==> config.mk <==
export PLATFORM = sky130hd
export DESIGN_NAME = voting_ballot_collector
export DESIGN_NICKNAME = d
export VERILOG_FILES = /design/src/rtl/voting_ballot_collector.sv
export SDC_FILE = /design/constraint.sdc
export NUM_CORES = 1
export LEC_CHECK = 0
export BUFFER_PORTS_ARGS = -buffer_cell sky130_fd_sc_hd__buf_4
export CORE_MARGIN = 2
export CORE_UTILIZATION = 45
export DETAILED_ROUTE_END_ITERATION = 10
export PLACE_DENSITY = 0.75
export SKIP_LAST_GASP = 1
export SYNTH_ARGS = -nofsm -noshare
export SYNTH_HDL_FRONTEND = slang
export SYNTH_SLANG_ARGS = --single-unit
==> constraint.sdc <==
create_clock -name clk -period 2 [get_ports clk]
set_input_delay 0.2 -clock clk [delete_from_list [all_inputs] [get_ports clk]]
set_output_delay 0.2 -clock clk [all_outputs]
set_load 0.01 [all_outputs]
==> src/rtl/voting_ballot_collector.sv <==
// rtl/voting_ballot_collector.sv - packs ballot slots for an MPC voting evaluator and returns its result
module voting_ballot_collector #(
  parameter  int SLOT_W    = 4,
  parameter  int NUM_SLOTS = 2,
  parameter  int EVAL_LAT  = 1,
  parameter  int CNT_W     = 8,
  localparam int VEC_W     = SLOT_W * NUM_SLOTS
) (
  input  logic              clk,
  input  logic              rst_n,
  input  logic              start,
  input  logic              abort,
  input  logic              in_valid,
  output logic              in_ready,
  input  logic [SLOT_W-1:0] in_data,
  output logic [VEC_W-1:0]  p_input,
  input  logic              eval_o,
  output logic              res_valid,
  input  logic              res_ready,
  output logic              res_winner,
  output logic [CNT_W-1:0]  elect_cnt,
  output logic              busy
);

  localparam int IDX_W = (NUM_SLOTS > 1) ? $clog2(NUM_SLOTS) : 1;
  localparam int LAT_W = (EVAL_LAT > 1) ? $clog2(EVAL_LAT) : 1;

  typedef enum logic [1:0] {IDLE, COLLECT, EVAL, RESULT} state_t;

  state_t            state_q, state_d;
  logic [IDX_W-1:0]  idx_q;
  logic [LAT_W-1:0]  lat_q;
  logic              last_slot;
  logic              lat_done;

  assign last_slot = (idx_q == IDX_W'(NUM_SLOTS - 1));
  assign lat_done  = (lat_q == LAT_W'(EVAL_LAT - 1));

  // Handshake outputs decode registered state only, so in_ready never depends on in_valid.
  assign in_ready  = (state_q == COLLECT);
  assign res_valid = (state_q == RESULT);
  assign busy      = (state_q != IDLE);

  always_ff @(posedge clk or negedge rst_n) begin
    if (!rst_n) state_q <= IDLE;
    else        state_q <= state_d;
  end

  always_comb begin
    state_d = state_q;
    case (state_q)
      IDLE:    if (start && !abort) state_d = COLLECT;
      COLLECT: begin
        if (abort)                       state_d = IDLE;
        else if (in_valid && last_slot)  state_d = EVAL;
      end
      EVAL: begin
        if (abort)         state_d = IDLE;
        else if (lat_done) state_d = RESULT;
      end
      RESULT:  if (res_ready) state_d = IDLE;
      default: state_d = IDLE;
    endcase
  end

  always_ff @(posedge clk or negedge rst_n) begin
    if (!rst_n) begin
      p_input    <= '0;
      res_winner <= 1'b0;
      elect_cnt  <= '0;
      idx_q      <= '0;
      lat_q      <= '0;
    end else begin
      case (state_q)
        IDLE: begin
          if (start && !abort) begin
            p_input <= '0;
            idx_q   <= '0;
          end
        end
        COLLECT: begin
          // abort wins over a same-cycle beat; that beat is dropped.
          if (abort) begin
            p_input <= '0;
            idx_q   <= '0;
          end else if (in_valid) begin
            for (int i = 0; i < NUM_SLOTS; i++) begin
              if (idx_q == IDX_W'(i)) p_input[i*SLOT_W +: SLOT_W] <= in_data;
            end
            if (last_slot) begin
              idx_q <= '0;
              lat_q <= '0;
            end else begin
              idx_q <= idx_q + 1'b1;
            end
          end
        end
        EVAL: begin
          if (abort)         p_input    <= '0;
          else if (lat_done) res_winner <= eval_o;
          else               lat_q      <= lat_q + 1'b1;
        end
        RESULT: begin
          if (res_ready && (elect_cnt != {CNT_W{1'b1}})) elect_cnt <= elect_cnt + 1'b1;
        end
        default: ;
      endcase
    end
  end

endmodule
Yosys cells after proc, flatten, opt, wreduce, memory -nomap -nowiden
Cells that the tools add are included.
{"block": "word_totals", "reg_bits": 21, "latch_bits": 0, "ram_bits": 0, "rom_bits": 0, "input_bits": 11, "output_inout_bits": 20, "elab_cells": 69, "mem_count": 0}
{"block": "op_classes", "addsub": 3, "n_mul": 0, "n_div": 0, "n_lt_le_gt_ge": 0, "eq_ne": 16, "n_shift": 0, "n_mux": 25, "bitwise": 2, "n_reduce_logical": 16}
{"operator": "$mux W8", "count": 4}
{"operator": "$pmux W8 S3", "count": 1}
{"operator": "$reduce_and A5 Y1", "count": 3}
{"operator": "$mux W2", "count": 6}
{"operator": "$ne A2 B2 Y1 const B", "count": 5}
{"operator": "$mux W1", "count": 9}
{"operator": "$ne A3 B3 Y1 const B", "count": 3}
{"operator": "$add A8 B1 Y8 const B", "count": 1}
{"operator": "$mux W4", "count": 2}
{"operator": "$ne A8 B8 Y1 const B", "count": 1}
{"operator": "$pmux W2 S4", "count": 1}
{"operator": "$ne A3 B2 Y1 const B", "count": 2}
{"operator": "$reduce_and A3 Y1", "count": 2}
{"operator": "$reduce_bool A2 Y1", "count": 3}
{"operator": "$eq A2 B2 Y1 const B", "count": 2}
{"operator": "$ne A2 B1 Y1 const B", "count": 2}
{"operator": "$pmux W1 S2", "count": 2}
{"operator": "$reduce_and A4 Y1", "count": 1}
{"operator": "$logic_and A1 B1 Y1", "count": 3}
{"operator": "$reduce_bool A3 Y1", "count": 1}
{"operator": "$add A1 B1 Y1 const B", "count": 2}
{"operator": "$eq A2 B1 Y1 const B", "count": 1}
{"operator": "$logic_not A2 Y1", "count": 1}
{"operator": "$not A1 Y1", "count": 2}
{"operator": "2 further kinds", "count": 2}

Depth between registers and ports, before layout
Gate-level depths: netlist (run 1).
{"block": "depth", "depth_word": 5, "depth_mapped": 4, "mapped_depth_nobuf": 4}

Worst setup path before layout (run 1)
No wires, ideal clock.
{"block": "synth_path", "kind": "reg2reg", "startpoint": "register elect_cnt[0]", "endpoint": "register elect_cnt[1]", "setup_ns": 0.128, "t_arrival_ns": 1.341, "required_time_ns": 1.872, "slack_ns": 0.531, "path_stages_with_launch": 5, "n_path_buf": 0, "synth_period_minus_slack_ns": 1.469, "cell_sequence": "dfrtp_1 -> ha_1 -> and3_1 -> a21o_1 -> mux2_1"}
{"block": "synth_via", "elab_chain_len": 3, "elab_cells_between_ends": 4, "classes_between": "1 x add/sub; 1 x eq/ne; 2 x reduce/logical"}
{"item": "start, declared", "line_no": "21", "rtl": "output logic [CNT_W-1:0] elect_cnt,"}
{"item": "start signal, assigned", "line_no": "104", "rtl": "if (res_ready && (elect_cnt != {CNT_W{1'b1}})) elect_cnt <= elect_cnt + 1'b1;"}
{"item": "branches (longest 3 deep; another with $add A8 B1 Y8)"}
Several ways; the timed one is not identified.
A chain may end at the register's enable or synchronous reset.

Worst setup path after layout (run 1)
{"block": "layout_path", "startpoint": "register state_q[1]", "endpoint": "register elect_cnt[6]"}
{"block": "layout_via", "elab_chain_len": 2}
{"item": "start, declared", "line_no": "30", "rtl": "state_t state_q, state_d;"}
{"item": "start signal, assigned", "line_no": "46", "rtl": "else state_q <= state_d;"}
{"item": "$eq A2 B2 Y1", "line_no": "74", "rtl": "case (state_q)"}
{"item": "$reduce_and A2 Y1 (no source line)"}
No other way between the ends.

==> flow_summary.toml, run 1 <==
[global_route]
track_usage = 0.166
grt_pass1_wl_microns = 3340
antenna_found_initial = 0
grt_max_degree = 21
overflow = 0
grt_pass1_vias = 747

[timing]
finalSetupTns_ps = 0
worstMarginPinSlew_ps = 469
slew_viol_final = 0
rsz0062_at_grt = "no"
timing.final.crit_share = 0.813
hold_viol = 0
relSlewSlack = 0.687
setup_viol = 0
skew_ps = 2.15
fmax_ghz = 0.615
layout_min_cycle_time_ps = 1630
whs_ps = 125

[flow_run]
cap_violations = 0

[setup_path]
critical-path-max-stage-delay_ps = 650
start_kind = "flip-flop"
cp-end-kind = "flip-flop"
arrival_ps = 1820
crit_fanout = 15
crit_required_ps = 2200
timing_worst_setup_path_type = "reg2reg"
path_cells = "nand3_2, nor3_1, mux2_2"
crit_slowest_cell = "dfrtp_1"

[placement]
place.gp.congestion = 0.743
portBuffers = 30
dp_hpwl_microns = 1490

[synthesis]
synth.distinct_cells = 37
netlist_instances = 89
ys_warn_count = 0
synth_fp_nets = 101
synth-seq-area-share = 0.484
syn_area_per_cell_sq_um = 11.6
netlist_area_sq_um = 1030
synth_seq_cells = 20

[detailed_routing]
drtIter0Drc = 28
postRouteAntennaNets = 0
wire_per_inst_microns = 14.0
totalWireLength_microns = 2070
drt_first_pass_iters = 4
num_vias = 820
drc = 0
vias_per_cell = 5.54

[final_layout]
nets = 133
diodes = 0
area_growth_pct = 26.9
drive_above_1_share = 0.358

[floorplanning]
io_pins = 31
core_area_sq_um = 2190
row_count = 17
die_y_microns = 51.9
die_area_sq_um = 2700
die_width_microns = 51.9
start_util = 0.472

[clocking]
htreeDepth = 1
clk_latency_ps = 300
cts-root-buf = "clkbuf_4"
cts_buffers = 3
cts.sinks = 20
cts_buffer_depth = 2
clk_pin_slew_ps = 110
cts_tree = "built"

[power]
p_per_area_nw_per_um2 = 712
ir_drop_uv = 606
leakage_nw = 0.647

[run_status]
status = "complete, no violations"

[worst_hold_path]
hp-class = "in2reg"
-- cell families after synthesis --
| group | share of synthesized area |
|---|---|
| flip-flops | 0.484 |
| multiplexers | 0.0327 |
| buffers and inverters | 0.0387 |
| AND/OR/NAND/NOR | 0.191 |
| XOR/XNOR | 0.0424 |
| adder cells (fa/ha/maj) | 0.0121 |
| AO/OA/AOI/OAI | 0.199 |
-- flip-flops by register name (all words and copies together), names as in the netlist --
signal and flops:
p_input 8, res_winner 1, idx_q 1, elect_cnt 8, state_q 2
-- per-layer routing --
metal	track usage	part of all wire
met5	0	0
met4	0.0658	0.012
met3	0.0259	0.041
met2	0.264	0.50
met1	0.226	0.45
-- cells in the final DEF (no fill, tap or decap), types with 3 or more instances in the layout --
master and instances:
a211oi_1 4, a32o_1 7, buf_4 30, clkbuf_4 3
dfrtp_1 20, inv_1 3, nand2_1 5, nand3_1 3
nor2_1 3, o21ai_0 4, xor2_1 4
-- per-stage QoR --
| step | std cells | area [sq um] | setup slack [ps] | utilization | total power (W) |
|---|---|---|---|---|---|
| after global routing | 148 | 1310 | 265 | 0.599 | 0.000985 |
| final | 148 | 1310 | 373 | 0.599 | 0.000934 |
| after global placement | 143 | 1260 | 482 | 0.577 | 0.000701 |
| after floorplan | 89 | 1030 | 531 | - | 0.000610 |
| after detailed placement | 143 | 1260 | 439 | 0.577 | 0.000706 |
| after CTS | 148 | 1310 | 381 | 0.599 | 0.000942 |
-- cells in the mapped netlist --
cell | instances | share of area
dfrtp_1 | 20 | 0.48
a32o_1 | 7 | 0.068
nand2_1 | 5 | 0.018
a211oi_1 | 4 | 0.029
o21ai_0 | 4 | 0.019
xor2_1 | 4 | 0.034
inv_1 | 3 | 0.011
nand3_1 | 3 | 0.015
nor2_1 | 3 | 0.011
a21o_1 | 2 | 0.015
a22o_1 | 2 | 0.017
and3_1 | 2 | 0.012
buf_2 | 2 | 0.0097
mux2_2 | 2 | 0.022
nand2b_1 | 2 | 0.012
nor2b_1 | 2 | 0.012
nor3_1 | 2 | 0.0097
a211oi_2 | 1 | 0.012
a211oi_4 | 1 | 0.019
a21oi_1 | 1 | 0.0048
a2bb2oi_1 | 1 | 0.0085
a31oi_1 | 1 | 0.0061
and2_1 | 1 | 0.0061
and4_1 | 1 | 0.0085
and4b_1 | 1 | 0.0097
and4bb_2 | 1 | 0.012
buf_4 | 1 | 0.0073
buf_6 | 1 | 0.011
ha_1 | 1 | 0.012
mux2_1 | 1 | 0.011
nand3_2 | 1 | 0.0097
nand4_1 | 1 | 0.0061
nor4_2 | 1 | 0.012
nor4b_4 | 1 | 0.023
or2_2 | 1 | 0.0061
or3b_1 | 1 | 0.0085
xnor2_1 | 1 | 0.0085
-- layout make-up --
cell class | instances | area, sq um
Clock buffer | 4 | 36.3
Fill cell | 177 | 880
Inverter | 3 | 11.3
Multi-Input combinational cell | 62 | 493
Sequential cell | 20 | 500
Tap cell | 28 | 35.0
Timing Repair Buffer | 31 | 235
-- report_power, final --
| group | total, W | internal [W] | switching (W) |
|---|---|---|---|
| Clock | 0.000236 | 0.000111 | 0.000125 |
| Combinational | 0.000215 | 0.000117 | 0.0000977 |
| Sequential | 0.000483 | 0.000441 | 0.0000419 |
| Total | 0.000934 | 0.000670 | 0.000264 |
-- final timing paths --
path	start	to	slack, ps	depth (start not counted)
min	eval_o	res_winner	130	2
max reg2reg	state_q[1]	elect_cnt[6]	370	3
max	state_q[1]	elect_cnt[6]	370	3
max in group asynchronous	rst_n	elect_cnt[5]	1490	2
min in group asynchronous	rst_n	p_input[6]	310	2
min reg2reg	p_input[1]	p_input[1]	510	1
-- worst max-delay path: cells and delay by family, from the launching register on --
family	cells	cell delay [ps]
flops	1	650
simple gates	2	510
mux	1	360
-- repair_timing --
action,4_1_cts,5_1_grt
resized for setup,0,0
hold buffers,1,0
setup buffers,0,0
hold endpoints to repair,20,0
Power figures use the tool's default switching activity.
==> run 2, diff against run 1 <==
- clock period: 2 -> 1.7 ns (I/O delays scaled with it)
==> run 2 against run 1 <==
Via count is 4.5% higher; combinational power is 20% higher; die area stayed put; critical path depth stayed put; sequential share of layout area is 0.68 points lower; count of clock-buffer cells in the layout is 1 lower; largest cell class unchanged; highest routed layer unchanged.
==> flow_summary.toml, run 2 (synthesis gave the netlist of run 1 again) <==
[setup_path]
crit_required_ps = 1530
arrival_ps = 1450
start_kind = "flip-flop"
timing_worst_setup_path_type = "reg2out"
regToRegSetupSlack_ps = 150
crit_fanout = 9
cp-end-kind = "output port"

[detailed_routing]
vias_per_cell = 5.75
wire_per_inst_microns = 14.5
drc = 0
totalWireLength_microns = 2160
postRouteAntennaNets = 0
num_vias = 857
drtIter0Drc = 16
drt_first_pass_iters = 4

[floorplanning]
io_pins = 31
row_count = 17
die_width_microns = 51.9
core_area_sq_um = 2190
start_util = 0.472
die_area_sq_um = 2700
die_y_microns = 51.9

[timing]
rsz0062_at_grt = "no"
finalSetupTns_ps = 0
timing.final.crit_share = 0.954
relSlewSlack = 0.727
fmax_ghz = 0.617
skew_ps = 4.41
slew_viol_final = 0
setup_viol = 0
worstMarginPinSlew_ps = 409
layout_min_cycle_time_ps = 1620
hold_viol = 0

[placement]
portBuffers = 30
place.gp.congestion = 0.751
dp_hpwl_microns = 1580

[clocking]
cts.sinks = 20
cts_buffer_depth = 2
cts_buffers = 3
clk_latency_ps = 310
cts_tree = "built"
clk_pin_slew_ps = 130
htreeDepth = 1
cts-root-buf = "clkbuf_4"
postCtsSetupRepairBufs = 0

[final_layout]
utilization = 0.609
layout_commonest_cell = "buf_4"
drive_above_1_share = 0.364
area_growth_pct = 29.2
layout_common_cells = "31 x buf_4, 20 x dfrtp_1, 7 x a32o_1"
diodes = 0
top_regs = "elect_cnt (8), p_input (8), state_q (2)"
nets = 134

[flow_run]
cap_violations = 0

[global_route]
overflow = 0
grt_pass1_vias = 766
grt_pass1_wl_microns = 3550
grt_max_degree = 21
antenna_found_initial = 0
track_usage = 0.181

[worst_hold_path]
hp-class = "in2reg"

[power]
leakage_nw = 0.660
ir_drop_uv = 643
p_per_area_nw_per_um2 = 919

[run_status]
status = "complete, no violations"
[run 2: stage by stage]
step                      hold slack, ps  power (W)  setup slack (ps)  cell area (sq um)  std cells
after CTS                           93.9    0.00123              78.8               1340        149
after global routing                74.0    0.00128              16.9               1340        149
after global placement              60.2   0.000827               231               1270        144
final                               91.8    0.00123              78.8               1340        149
after detailed placement            59.8   0.000836               171               1270        144
after floorplan                     -126   0.000717               231               1030         89
[run 2: repair_timing]
action / in CTS / in global routing
endpoints found under the setup margin: 0 / 0
endpoints found under the hold margin: 20 / 0
hold buffers: 1 / 0
gates resized for setup: 0 / 0
[run 2: critical path, cell delays in order (launching register included)]
cell	delay [ps]
dfrtp_1	520
buf_4	210
or2_2	270
buf_4	140
[run 2: path summary, 6_finish.rpt]
check,from,end,cells after the start
max,state_q[1],busy,3
max reg2reg,state_q[0],elect_cnt[6],3
min,eval_o,res_winner,2
max in group asynchronous,rst_n,idx_q,2
min in group asynchronous,rst_n,p_input[4],2
min reg2reg,p_input[1],p_input[1],1
[run 2: layer usage]
layer  GRT usage  vias up  wire [microns]
met5           0        -               0
met4      0.0789        0              38
met3      0.0172        5              66
met2       0.293       23            1060
met1       0.245      427             995
li1            -      402               -
[run 2: final cells by class]
cell class | instances | area [sq um]
repair buffers | 32 | 243
inverters | 3 | 11.3
multi-input cells | 62 | 493
clock buffers | 3 | 22.5
flip-flops and latches | 20 | 500
fillers | 197 | 856
well taps | 28 | 35.0
clock inverters | 1 | 30.0
[run 2: power by group]
group	total, W	switching [W]	internal, W
Clock	0.000401	0.000163	0.000238
Sequential	0.000568	0.0000491	0.000519
Combinational	0.000257	0.000118	0.000140
==> run 3, diff against run 2 <==
- ABC_AREA: unset -> 1
- SETUP_SLACK_MARGIN: unset -> 0.3
==> run 3 against run 2 <==
Critical path depth unchanged; area after synthesis up 5.7%; count of clock-buffer cells in the layout unchanged; critical path type unchanged; largest power group is now combinational cells.
==> flow_summary.toml, run 3 <==
[setup_path]
path_cells = "nand2_1, inv_2, buf_4"
crit_required_ps = 1530
arrival_ps = 1180
crit_fanout = 5
cp-end-kind = "output port"
crit_slowest_cell = "dfrtp_2"
start_kind = "flip-flop"
critical-path-max-stage-delay_ps = 470
timing_worst_setup_path_type = "reg2out"

[detailed_routing]
wire_per_inst_microns = 11.7
drtIter0Drc = 11
vias_per_cell = 5.00
postRouteAntennaNets = 0
drc = 0
num_vias = 1074
drt_first_pass_iters = 4
totalWireLength_microns = 2510

[final_layout]
top_regs = "elect_cnt (8), p_input (8), state_q (2)"
layout_commonest_cell = "nand2_1"
layout_common_cells = "56 x nand2_1, 34 x buf_4, 17 x dfrtp_1"
final_area_sq_um = 1440
area_growth_pct = 32.0
diodes = 0
nets = 201
drive_above_1_share = 0.305

[global_route]
grt_pass1_vias = 975
grt_max_degree = 21
overflow = 0
track_usage = 0.202
antenna_found_initial = 0
grt_pass1_wl_microns = 4170

[synthesis]
synth_fp_nets = 161
synth_edf_count = 0
synth-seq-area-share = 0.458
synth.distinct_cells = 19
ys_warn_count = 0
yosys-top-cells-area = "dfrtp_1 46%, nand2_1 20%, nand3_1 5.5%"
yosysTopAreaCell = "dfrtp_1"
synth_top_area_frac = 0.458
yosys-top-cells-count = "58 x nand2_1, 20 x dfrtp_1, 15 x nor2_1"
syn_area_per_cell_sq_um = 7.33
post-synth-top-count-cell = "nand2_1"
synth_seq_cells = 20
synth_top_flop_cell = "dfrtp_1"
netlist_instances = 149
netlist_area_sq_um = 1090
async_reset_ff_frac = 1.00

[flow_run]
cap_violations = 0

[timing]
relSlewSlack = 0.799
skew_ps = 2.98
slew_viol_final = 0
worstMarginPinSlew_ps = 302
layout_min_cycle_time_ps = 1350
hold_viol = 0
fmax_ghz = 0.742
setup_viol = 0
timing.final.crit_share = 0.793
rsz0062_at_grt = "no"
finalSetupTns_ps = 0

[worst_hold_path]
hp-class = "in2reg"

[run_status]
status = "complete, no violations"

[floorplanning]
die_width_microns = 53.3
start_util = 0.484
die_area_sq_um = 2840
row_count = 17
die_y_microns = 53.3
io_pins = 31
core_area_sq_um = 2250

[clocking]
cts.sinks = 20
htreeDepth = 1
cts-root-buf = "clkbuf_4"
cts_tree = "built"
cts_buffer_depth = 2
clk_latency_ps = 300
cts_buffers = 3
clk_pin_slew_ps = 110

[placement]
dp_hpwl_microns = 1940
portBuffers = 30
place.gp.congestion = 0.839
post_dp_cell_area_sq_um = 1350

[power]
ir_drop_uv = 1130
p_per_area_nw_per_um2 = 1280
leakage_nw = 0.754
## run 3: cell types whose count changed in the layout (fill, tap and decap cells not counted), moves of 4 or more
cell / change
nand4_1: +5
a32o_1: -7
nand3_1: +9
nand2_1: +51
nor2_1: +9
inv_1: +8
a211oi_1: -4
nor2_2: +5
## run 3: per-stage QoR
| stage | util | power, W | setup WS, ps | hold slack, ps | std cells |
|---|---|---|---|---|---|
| detailed placement | 0.600 | 0.00155 | 319 | 61.4 | 207 |
| finish | 0.639 | 0.00184 | 352 | 117 | 215 |
| global placement | 0.600 | 0.00152 | 394 | 60.9 | 207 |
| floorplan | - | 0.00120 | 438 | -126 | 149 |
| CTS | 0.614 | 0.00178 | 305 | 116 | 211 |
| global route | 0.639 | 0.00199 | 302 | 128 | 215 |
## run 3: cell type report
class | instances | area [sq um]
inverters | 14 | 52.6
flip-flops and latches | 20 | 504
multi-input cells | 115 | 562
repair buffers | 35 | 265
fillers | 207 | 813
well taps | 28 | 35.0
clock buffers | 3 | 22.5
## run 3: repair_timing
action | 4_1_cts | 5_1_grt
gates resized for setup | 0 | 10
buffers inserted | 0 | 4
hold buffers | 1 | 0
setup endpoints to repair | 0 | 15
hold endpoints to repair | 20 | 0
## run 3: logic make-up (layout without fill, tap and decap cells)
kind of cell | count (synthesis) | in the layout | share of synthesized area
AOI/OAI and AO/OA | 13 | 13 | 0.0710
and+or+nand+nor | 98 | 98 | 0.387
adders and majority gates | 1 | 1 | 0.0115
xor gates and xnor gates | 3 | 3 | 0.0241
DFF | 20 | 20 | 0.458
buffers and inverters | 14 | 52 | 0.0481
## run 3: power breakdown
group | internal, W | leakage (nW) | total (W) | switching [W]
Clock | 0.0000826 | 0.0138 | 0.000223 | 0.000140
Combinational | 0.000391 | 0.474 | 0.000881 | 0.000491
Sequential | 0.000615 | 0.267 | 0.000737 | 0.000123
## run 3: critical path, delay by kind of cell (launching register included)
family,cells,cell delay [ps]
buf+inv,2,250
flops,1,470
simple gates,1,170
## run 3: metal layers
| metal | global-route usage | vias up | part of all wire |
|---|---|---|---|
| li1 | - | 558 | - |
| met1 | 0.270 | 476 | 0.44 |
| met2 | 0.331 | 36 | 0.49 |
| met3 | 0.0311 | 4 | 0.059 |
| met4 | 0.0641 | 0 | 0.013 |
| met5 | 0 | - | 0 |
## run 3: final timing paths
check / endpoint / slack [ps] / startpoint / cells past startpoint
max in group asynchronous: state_q[1] / 1210 / rst_n / 2
max: res_valid / 350 / state_q[0] / 3
min reg2reg: p_input[2] / 490 / p_input[2] / 2
min: res_winner / 120 / eval_o / 3
max reg2reg: p_input[1] / 390 / state_q[1] / 7
min in group asynchronous: p_input[7] / 270 / rst_n / 2
